==> config.mk <==
export PLATFORM = sky130hd
export DESIGN_NAME = clk_div_ctrl_flat
export DESIGN_NICKNAME = d
export VERILOG_FILES = /design/src/rtl/clk_div_ctrl_pkg.sv /design/src/rtl/clk_div_ctrl_if.sv /design/src/rtl/clk_div_ctrl_core.sv /design/src/rtl/clk_div_ctrl.sv /design/src/flat_wrapper.sv
export SDC_FILE = /design/constraint.sdc
export NUM_CORES = 1
export LEC_CHECK = 0
export ABC_AREA = 1
export CAP_MARGIN = 10
export CORE_ASPECT_RATIO = 2
export CORE_MARGIN = 2
export CORE_UTILIZATION = 63
export DETAILED_ROUTE_END_ITERATION = 6
export GPL_TIMING_DRIVEN = 0
export PLACE_DENSITY_LB_ADDON = 0.25
export SLEW_MARGIN = 30
export SYNTH_ARGS = -nofsm -noshare
export SYNTH_HDL_FRONTEND = slang
export SYNTH_SLANG_ARGS = --single-unit
==> constraint.sdc <==
create_clock -name clk_in -period 7.9 [get_ports clk_in]
set_input_delay 1.185 -clock clk_in [delete_from_list [all_inputs] [get_ports clk_in]]
set_output_delay 1.185 -clock clk_in [all_outputs]
set_load 0.05 [all_outputs]
==> src/rtl/clk_div_ctrl_pkg.sv <==
`default_nettype none
// ============================================================================
//  Package     : clk_div_pkg
//  Description : Shared types and constants for the runtime-programmable
//                clock-divider controller.
//                - state_t    : controller FSM state encoding
//                - MIN_PERIOD : smallest legal divide ratio
//  Revision    : 1.0  initial release
// ============================================================================
package clk_div_pkg;

    typedef enum logic [1:0] {
        IDLE    = 2'd0,
        RUN     = 2'd1,
        PENDING = 2'd2
    } state_t;

    // A period of 1 would need a zero-length low phase; 2 is the shortest
    // period that still produces a real high and a real low phase.
    localparam int MIN_PERIOD = 2;

endpackage : clk_div_pkg
`default_nettype wire

==> src/rtl/clk_div_ctrl_if.sv <==
`default_nettype none
// ============================================================================
//  Interface   : clk_div_ctrl_if
//  Description : Configuration command channel (valid/ready) of the clock
//                divider controller.
//  Signals     : cfg_valid   command valid            (master -> slave)
//                cfg_ready   slave can accept command (slave  -> master)
//                cfg_enable  1 = run, 0 = stop        (master -> slave)
//                cfg_period  clk_in cycles per output period (master -> slave)
//  Revision    : 1.0  initial release
// ============================================================================
interface clk_div_ctrl_if #(
    parameter int WIDTH = 16
);
    logic             cfg_valid;
    logic             cfg_ready;
    logic             cfg_enable;
    logic [WIDTH-1:0] cfg_period;

    modport master (
        output cfg_valid,
        output cfg_enable,
        output cfg_period,
        input  cfg_ready
    );

    modport slave (
        input  cfg_valid,
        input  cfg_enable,
        input  cfg_period,
        output cfg_ready
    );
endinterface : clk_div_ctrl_if
`default_nettype wire

==> src/rtl/clk_div_ctrl_core.sv <==
`default_nettype none
// ============================================================================
//  Module      : clk_div_core
//  Description : Period counter and phase comparator of the clock divider.
//                The counter runs 0..period-1; clk_out is high while the
//                counter is below the high-phase length H = P - floor(P/2).
//  Ports       : clk_in    input clock (rising edge)
//                rst_n     synchronous active-low reset
//                run       divider will be running after this edge
//                load      restart the period at cnt = 0 on this edge
//                period    period currently in effect
//                clk_out   divided clock (registered)
//                tick      registered, high with clk_out while cnt == 0
//                boundary  counter is at the last cycle of the period
//  Revision    : 1.0  initial release
// ============================================================================
module clk_div_core #(
    parameter int WIDTH = 16
) (
    input  logic             clk_in,
    input  logic             rst_n,
    input  logic             run,
    input  logic             load,
    input  logic [WIDTH-1:0] period,
    output logic             clk_out,
    output logic             tick,
    output logic             boundary
);

    localparam logic [WIDTH-1:0] c_one = WIDTH'(1);

    logic [WIDTH-1:0] r_cnt;
    logic [WIDTH-1:0] w_cnt_nxt;
    logic [WIDTH-1:0] w_high;
    logic             r_clk_out;
    logic             r_tick;
    logic             w_clk_nxt;
    logic             w_tick_nxt;

    assign w_high   = period - (period >> 1);
    assign boundary = (r_cnt == (period - c_one));

    // Outputs are computed from the next counter value so that clk_out,
    // tick and the counter always agree within the same cycle. On a load
    // the old period's H is used for the compare, which is harmless: cnt 0
    // is below H for every legal period.
    always_comb begin
        w_cnt_nxt = '0;
        w_clk_nxt = 1'b0;
        if (run) begin
            if (load || boundary) begin
                w_cnt_nxt = '0;
            end else begin
                w_cnt_nxt = r_cnt + c_one;
            end
            w_clk_nxt = (w_cnt_nxt < w_high);
        end
        w_tick_nxt = w_clk_nxt && (w_cnt_nxt == '0);
    end

    always_ff @(posedge clk_in) begin
        if (!rst_n) begin
            r_cnt     <= '0;
            r_clk_out <= 1'b0;
            r_tick    <= 1'b0;
        end else begin
            r_cnt     <= w_cnt_nxt;
            r_clk_out <= w_clk_nxt;
            r_tick    <= w_tick_nxt;
        end
    end

    assign clk_out = r_clk_out;
    assign tick    = r_tick;

endmodule : clk_div_core
`default_nettype wire

==> src/rtl/clk_div_ctrl.sv <==
`default_nettype none
// ============================================================================
//  Module      : clk_div_ctrl
//  Description : Runtime-programmable clock-divider controller. Commands
//                (enable, period) arrive over a valid/ready channel; rate
//                changes and stops are applied only at a period boundary so
//                clk_out never shows a runt pulse.
//  Ports       : clk_in      input clock (rising edge)
//                rst_n       synchronous active-low reset
//                cfg         command channel (slave modport)
//                clk_out     divided clock (registered)
//                tick        one-cycle pulse at the start of each period
//                active      divider running
//                cfg_err     one-cycle pulse: illegal period rejected
//                period_cur  period currently in effect
//  Revision    : 1.0  initial release
// ============================================================================
module clk_div_ctrl
    import clk_div_pkg::*;
#(
    parameter int WIDTH          = 16,
    parameter int DEFAULT_PERIOD = 2
) (
    input  logic             clk_in,
    input  logic             rst_n,
    clk_div_ctrl_if.slave    cfg,
    output logic             clk_out,
    output logic             tick,
    output logic             active,
    output logic             cfg_err,
    output logic [WIDTH-1:0] period_cur
);

    localparam logic [WIDTH-1:0] c_min_period     = WIDTH'(MIN_PERIOD);
    localparam logic [WIDTH-1:0] c_default_period = WIDTH'(DEFAULT_PERIOD);

    state_t           r_state;
    state_t           w_state_nxt;
    logic [WIDTH-1:0] r_period_cur;
    logic [WIDTH-1:0] w_period_nxt;
    logic             r_sh_enable;
    logic [WIDTH-1:0] r_sh_period;
    logic             r_cfg_err;

    logic             w_ready;
    logic             w_accept;
    logic             w_illegal;
    logic             w_load;
    logic             w_run;
    logic             w_sh_load;
    logic             w_boundary;

    // The only state that cannot take a command is PENDING: the shadow
    // register is already occupied.
    assign w_ready       = (r_state != PENDING);
    assign cfg.cfg_ready = w_ready;
    assign w_accept      = cfg.cfg_valid && w_ready;
    // A stop command carries no meaningful period, so only enable=1 is
    // checked against the minimum.
    assign w_illegal     = cfg.cfg_enable && (cfg.cfg_period < c_min_period);

    always_comb begin
        w_state_nxt  = r_state;
        w_period_nxt = r_period_cur;
        w_load       = 1'b0;
        w_sh_load    = 1'b0;
        case (r_state)
            IDLE: begin
                if (w_accept && !w_illegal && cfg.cfg_enable) begin
                    w_state_nxt  = RUN;
                    w_period_nxt = cfg.cfg_period;
                    w_load       = 1'b1;
                end
            end
            RUN: begin
                if (w_accept && !w_illegal) begin
                    if (w_boundary) begin
                        // Command lands on the boundary edge: apply now,
                        // no detour through PENDING.
                        if (cfg.cfg_enable) begin
                            w_period_nxt = cfg.cfg_period;
                            w_load       = 1'b1;
                        end else begin
                            w_state_nxt = IDLE;
                        end
                    end else begin
                        w_state_nxt = PENDING;
                        w_sh_load   = 1'b1;
                    end
                end
            end
            PENDING: begin
                if (w_boundary) begin
                    if (r_sh_enable) begin
                        w_state_nxt  = RUN;
                        w_period_nxt = r_sh_period;
                        w_load       = 1'b1;
                    end else begin
                        w_state_nxt = IDLE;
                    end
                end
            end
            default: begin
                w_state_nxt = IDLE;
            end
        endcase
    end

    // The core is told about the state it will be in after this edge, so
    // clk_out drops in the same cycle the controller returns to IDLE.
    assign w_run = (w_state_nxt != IDLE);

    always_ff @(posedge clk_in) begin
        if (!rst_n) begin
            r_state      <= IDLE;
            r_period_cur <= c_default_period;
            r_sh_enable  <= 1'b0;
            r_sh_period  <= '0;
            r_cfg_err    <= 1'b0;
        end else begin
            r_state      <= w_state_nxt;
            r_period_cur <= w_period_nxt;
            if (w_sh_load) begin
                r_sh_enable <= cfg.cfg_enable;
                r_sh_period <= cfg.cfg_period;
            end
            r_cfg_err    <= w_accept && w_illegal;
        end
    end

    clk_div_core #(
        .WIDTH (WIDTH)
    ) u_core (
        .clk_in   (clk_in),
        .rst_n    (rst_n),
        .run      (w_run),
        .load     (w_load),
        .period   (r_period_cur),
        .clk_out  (clk_out),
        .tick     (tick),
        .boundary (w_boundary)
    );

    assign active     = (r_state != IDLE);
    assign cfg_err    = r_cfg_err;
    assign period_cur = r_period_cur;

endmodule : clk_div_ctrl
`default_nettype wire

==> src/flat_wrapper.sv <==
// flat-port wrapper written by rule: the top's interface ports become plain ports
module clk_div_ctrl_flat import clk_div_pkg::*;
#(
    parameter int WIDTH          = 16,
    parameter int DEFAULT_PERIOD = 2
)
  (clk_in, rst_n, clk_out, tick, active, cfg_err, period_cur, cfg_cfg_valid, cfg_cfg_enable, cfg_cfg_period, cfg_cfg_ready);
  clk_div_ctrl_if #(.WIDTH(WIDTH)) cfg_i ();
  input  logic clk_in;
  input  logic rst_n;
  output logic clk_out;
  output logic tick;
  output logic active;
  output logic cfg_err;
  output logic [WIDTH-1:0] period_cur;
  input wire logic [$bits(cfg_i.cfg_valid)-1:0] cfg_cfg_valid;
  input wire logic [$bits(cfg_i.cfg_enable)-1:0] cfg_cfg_enable;
  input wire logic [$bits(cfg_i.cfg_period)-1:0] cfg_cfg_period;
  output wire logic [$bits(cfg_i.cfg_ready)-1:0] cfg_cfg_ready;
  assign cfg_i.cfg_valid = cfg_cfg_valid;
  assign cfg_i.cfg_enable = cfg_cfg_enable;
  assign cfg_i.cfg_period = cfg_cfg_period;
  assign cfg_cfg_ready = cfg_i.cfg_ready;
  clk_div_ctrl #(.WIDTH(WIDTH), .DEFAULT_PERIOD(DEFAULT_PERIOD)) u_core (.clk_in(clk_in), .rst_n(rst_n), .cfg(cfg_i), .clk_out(clk_out), .tick(tick), .active(active), .cfg_err(cfg_err), .period_cur(period_cur));
endmodule
==> impl_metrics.toml <==
[grt]
grt_util_all_layers = 0.318
antenna_found_initial = 0
first_global_vias = 4398
grt_first_pass_wirelength_um = 19300
grt_start_max_net_pins = 17
grt_overflow_total = 0

[sta]
period_minus_slack_ps = 3960
timing.clock.skew_ps = 3.91
count_of_final_max_slew_check_failures = 0
max-slew-margin-rel = 0.545
portion_of_the_clock_cycle_consumed_by_the_worst_path_in_the_final_layout = 0.502
sum_of_negative_setup_slack_ps = 0
grt_setup_unrepaired = "false"
finalHoldViolCount = 0
worst_margin_slew_ps = 675
clock.fmax_mhz = 252
final_report_setup_violation_count = 0

[setup_path]
path_max_fanout = 6
regToRegSetupSlack_ps = 3940
worst_r2r_endpoint = "u_core.u_core.tick"
worstSetupStartpointType = "register"
timing.setup.critical_path_class = "reg2reg"
cp_data_required_time_ps = 8130
cp_capture_type = "register"
worstRegToRegCells = 22
worstSetupStartpoint = "u_core.period_cur[2]"
data_arrival_time_of_the_critical_path_ps = 4200
r2r_start = "u_core.period_cur[2]"

[cts]
post_cts_resized = 0
cts.sinks = 54
cts_hold_buf = 0
clockRootBuffer = "sky130_fd_sc_hd__clkbuf_16"
cts_buffers = 5
cts.reportedPaths.clkPinSlew_ps = 70
max-clock-path-buffers = 2
insertion_delay_ps = 300
htree_num_levels = 2
tritoncts_clock_tree = "built"
cts.repair_timing.setup_buffer_count = 0

[routing]
drt_pre_antenna_iters = 5
post_drt_wl_per_cell_um = 14.7
drcViolationCount = 0
dr_total_vias = 4560
total_routed_length_um = 12000
via_per_inst = 5.59
first_iter_violations = 267
drt.antenna.violating_nets = 0

[floorplanning]
floorplan.rows = 43
fp.dieW_um = 63.3
floorplan.io_pins = 41
floorplan.die_area_um2 = 7770
core_area_um2 = 6890
vert_die_dim_um = 123
initial_standard_cell_utilization_of_the_core = 0.644

[logic_synthesis]
synth_largest_type_area_fraction = 0.244
synth_enable_flop_cells = 0
synth_sequential_area_ratio = 0.244
postSynth.topFlopCell = "sky130_fd_sc_hd__dfxtp_1"
netlist.top_cell.by_area = "sky130_fd_sc_hd__dfxtp_1"
postSynthNetCount = 746
synth_area_leaders = "sky130_fd_sc_hd__dfxtp_1 24%, sky130_fd_sc_hd__nand2_1 14%, sky130_fd_sc_hd__ha_1 13%"
synth-warning-count = 0
netlist_area_um2 = 4440
syn_area_per_cell_um2 = 6.54
synth-async-reset-ratio = 0
synthDistinctLibCells = 38
syn-instance-count = 678
synth_seq_cells = 54

[cells_and_area]
n_antenna_cell = 0
area_growth_pct = 15.3
n_fill_cell = 631
layout-drive-gt1-share = 0.0634
nets = 793

[power]
power.static_leakage_nw = 2.38
power.density_cell_area_nw_per_um2 = 187
fin_total_pwr_w = 0.000957
ir_drop_mv = 0.176

[min_path]
holdCritPathClass = "reg2reg"
worst_hold_path.num_cells = 2
worst_hold_path.endpoint = "u_core.r_sh_period[1]"
timing.hold.worst.start = "u_core.r_sh_period[1]"

[run_status]
status = "finished, final reports clean"

[placed_design]
port_buffers = 40
hpwl_reported_at_the_end_of_detailed_placement_um = 9800
weighted_congestion_at_the_end_of_routability_driven_global_placement = 0.903

[run]
max-cap-violations = 0
metrics by stage:
step / cell area, um^2 / hold slack, ps / utilization / setup WS, ps / instances
floorplan: 4440 / 430 / - / 4340 / 678
global placement: 4950 / 441 / 0.719 / 3810 / 808
detailed placement: 4950 / 456 / 0.719 / 3750 / 808
CTS: 5120 / 467 / 0.743 / 4010 / 816
global route: 5120 / 500 / 0.743 / 3540 / 816
finish: 5120 / 467 / 0.743 / 3940 / 816
cell usage in the layout (no fill, tap or decap), drive strengths merged, types with 15 or more instances in the layout:
cell	n
a31oi	19
clkbuf	15
a21oi	26
clkdlybuf4s50	40
nor2	109
inv	84
ha	47
nand3	27
dfxtp	54
nand2	177
xor2	22
o21ai	45
critical path: stages (launching register included):
cell and delay, ps:
sky130_fd_sc_hd__dfxtp_1 480, sky130_fd_sc_hd__inv_1 170, sky130_fd_sc_hd__ha_1 350, sky130_fd_sc_hd__inv_1 100
sky130_fd_sc_hd__nand2_1 60, sky130_fd_sc_hd__nand2_1 50, sky130_fd_sc_hd__a31oi_1 70, sky130_fd_sc_hd__o21ai_0 580
sky130_fd_sc_hd__a21oi_1 120, sky130_fd_sc_hd__o21ai_0 280, sky130_fd_sc_hd__nand2_1 80, sky130_fd_sc_hd__nand2_1 70
sky130_fd_sc_hd__a21oi_1 90, sky130_fd_sc_hd__o21ai_0 230, sky130_fd_sc_hd__xor2_1 200, sky130_fd_sc_hd__ha_1 280
sky130_fd_sc_hd__nand4_1 140, sky130_fd_sc_hd__a21oi_1 70, sky130_fd_sc_hd__a31oi_1 140, sky130_fd_sc_hd__nand4_1 110
sky130_fd_sc_hd__inv_1 60, sky130_fd_sc_hd__nand2_1 60, sky130_fd_sc_hd__nor2_1 90
routing by layer:
layer,global-route usage,vias to the layer above,part of all wire
met3,0.0385,67,0.043
met2,0.599,166,0.52
met4,0.262,0,0.082
met5,0,-,0
met1,0.299,2051,0.35
li1,-,2276,-
power by group:
| group | switching, W | leakage, nW | internal [W] | total, W |
|---|---|---|---|---|
| combinational | 0.000256 | 1.86 | 0.000144 | 0.000400 |
| sequential | 0.0000163 | 0.440 | 0.000286 | 0.000302 |
| clock | 0.000105 | 0.0771 | 0.000150 | 0.000255 |
| total | 0.000378 | 2.38 | 0.000580 | 0.000957 |
cell usage after synthesis, types with 3 or more instances:
library cell               instances
sky130_fd_sc_hd__clkbuf_1          9
sky130_fd_sc_hd__inv_1            82
sky130_fd_sc_hd__nor3_1            7
sky130_fd_sc_hd__a21oi_1          26
sky130_fd_sc_hd__buf_2             5
sky130_fd_sc_hd__a31oi_1          19
sky130_fd_sc_hd__nand2_2           6
sky130_fd_sc_hd__dfxtp_1          54
sky130_fd_sc_hd__nand3_1          23
sky130_fd_sc_hd__ha_1             47
sky130_fd_sc_hd__o21bai_1          3
sky130_fd_sc_hd__nor3_2            4
sky130_fd_sc_hd__nand2_1         171
sky130_fd_sc_hd__nand3_2           3
sky130_fd_sc_hd__xnor2_1          10
sky130_fd_sc_hd__xor2_1           22
sky130_fd_sc_hd__nor2_2           10
sky130_fd_sc_hd__o21ai_0          43
sky130_fd_sc_hd__nand4_1          12
sky130_fd_sc_hd__nor4_1            3
sky130_fd_sc_hd__nor2_1           97
kinds of logic after synthesis:
kind of cell / share of synthesized area
buffers and inverters: 0.0902
xor gates and xnor gates: 0.0632
DFF: 0.244
and+or+nand+nor: 0.339
adders and majority gates: 0.137
AOI/OAI and AO/OA: 0.127
sequential cells by signal (all words and copies together), names as in the netlist:
signal,count
u_core.u_core.tick,1
u_core.r_sh_enable,1
u_core.cfg_err,1
u_core.r_sh_period,16
u_core.u_core.r_cnt,16
u_core.r_state,2
u_core.u_core.clk_out,1
u_core.period_cur,16
worst max-delay path by stage:
stage | to | slack [ps]
after detailed placement | u_core.u_core.tick | 3750
after global routing | u_core.u_core.tick | 3540
after CTS | u_core.u_core.tick | 4010
after global placement | u_core.u_core.tick | 3810
final | u_core.u_core.tick | 3940
after floorplan | u_core.u_core.tick | 4340
layout make-up:
cell class                      instances  area, um^2  area share
Sequential cell                        54        1080       0.211
Buffer                                 16        85.1      0.0166
Timing Repair Buffer                   40         400      0.0783
Tap cell                               90         113      0.0220
Multi-Input combinational cell        524        2960       0.578
Clock buffer                            6         129      0.0252
Inverter                               84         315      0.0616
Clock inverter                          2        37.5     0.00734
Power figures use the tool's default switching activity.
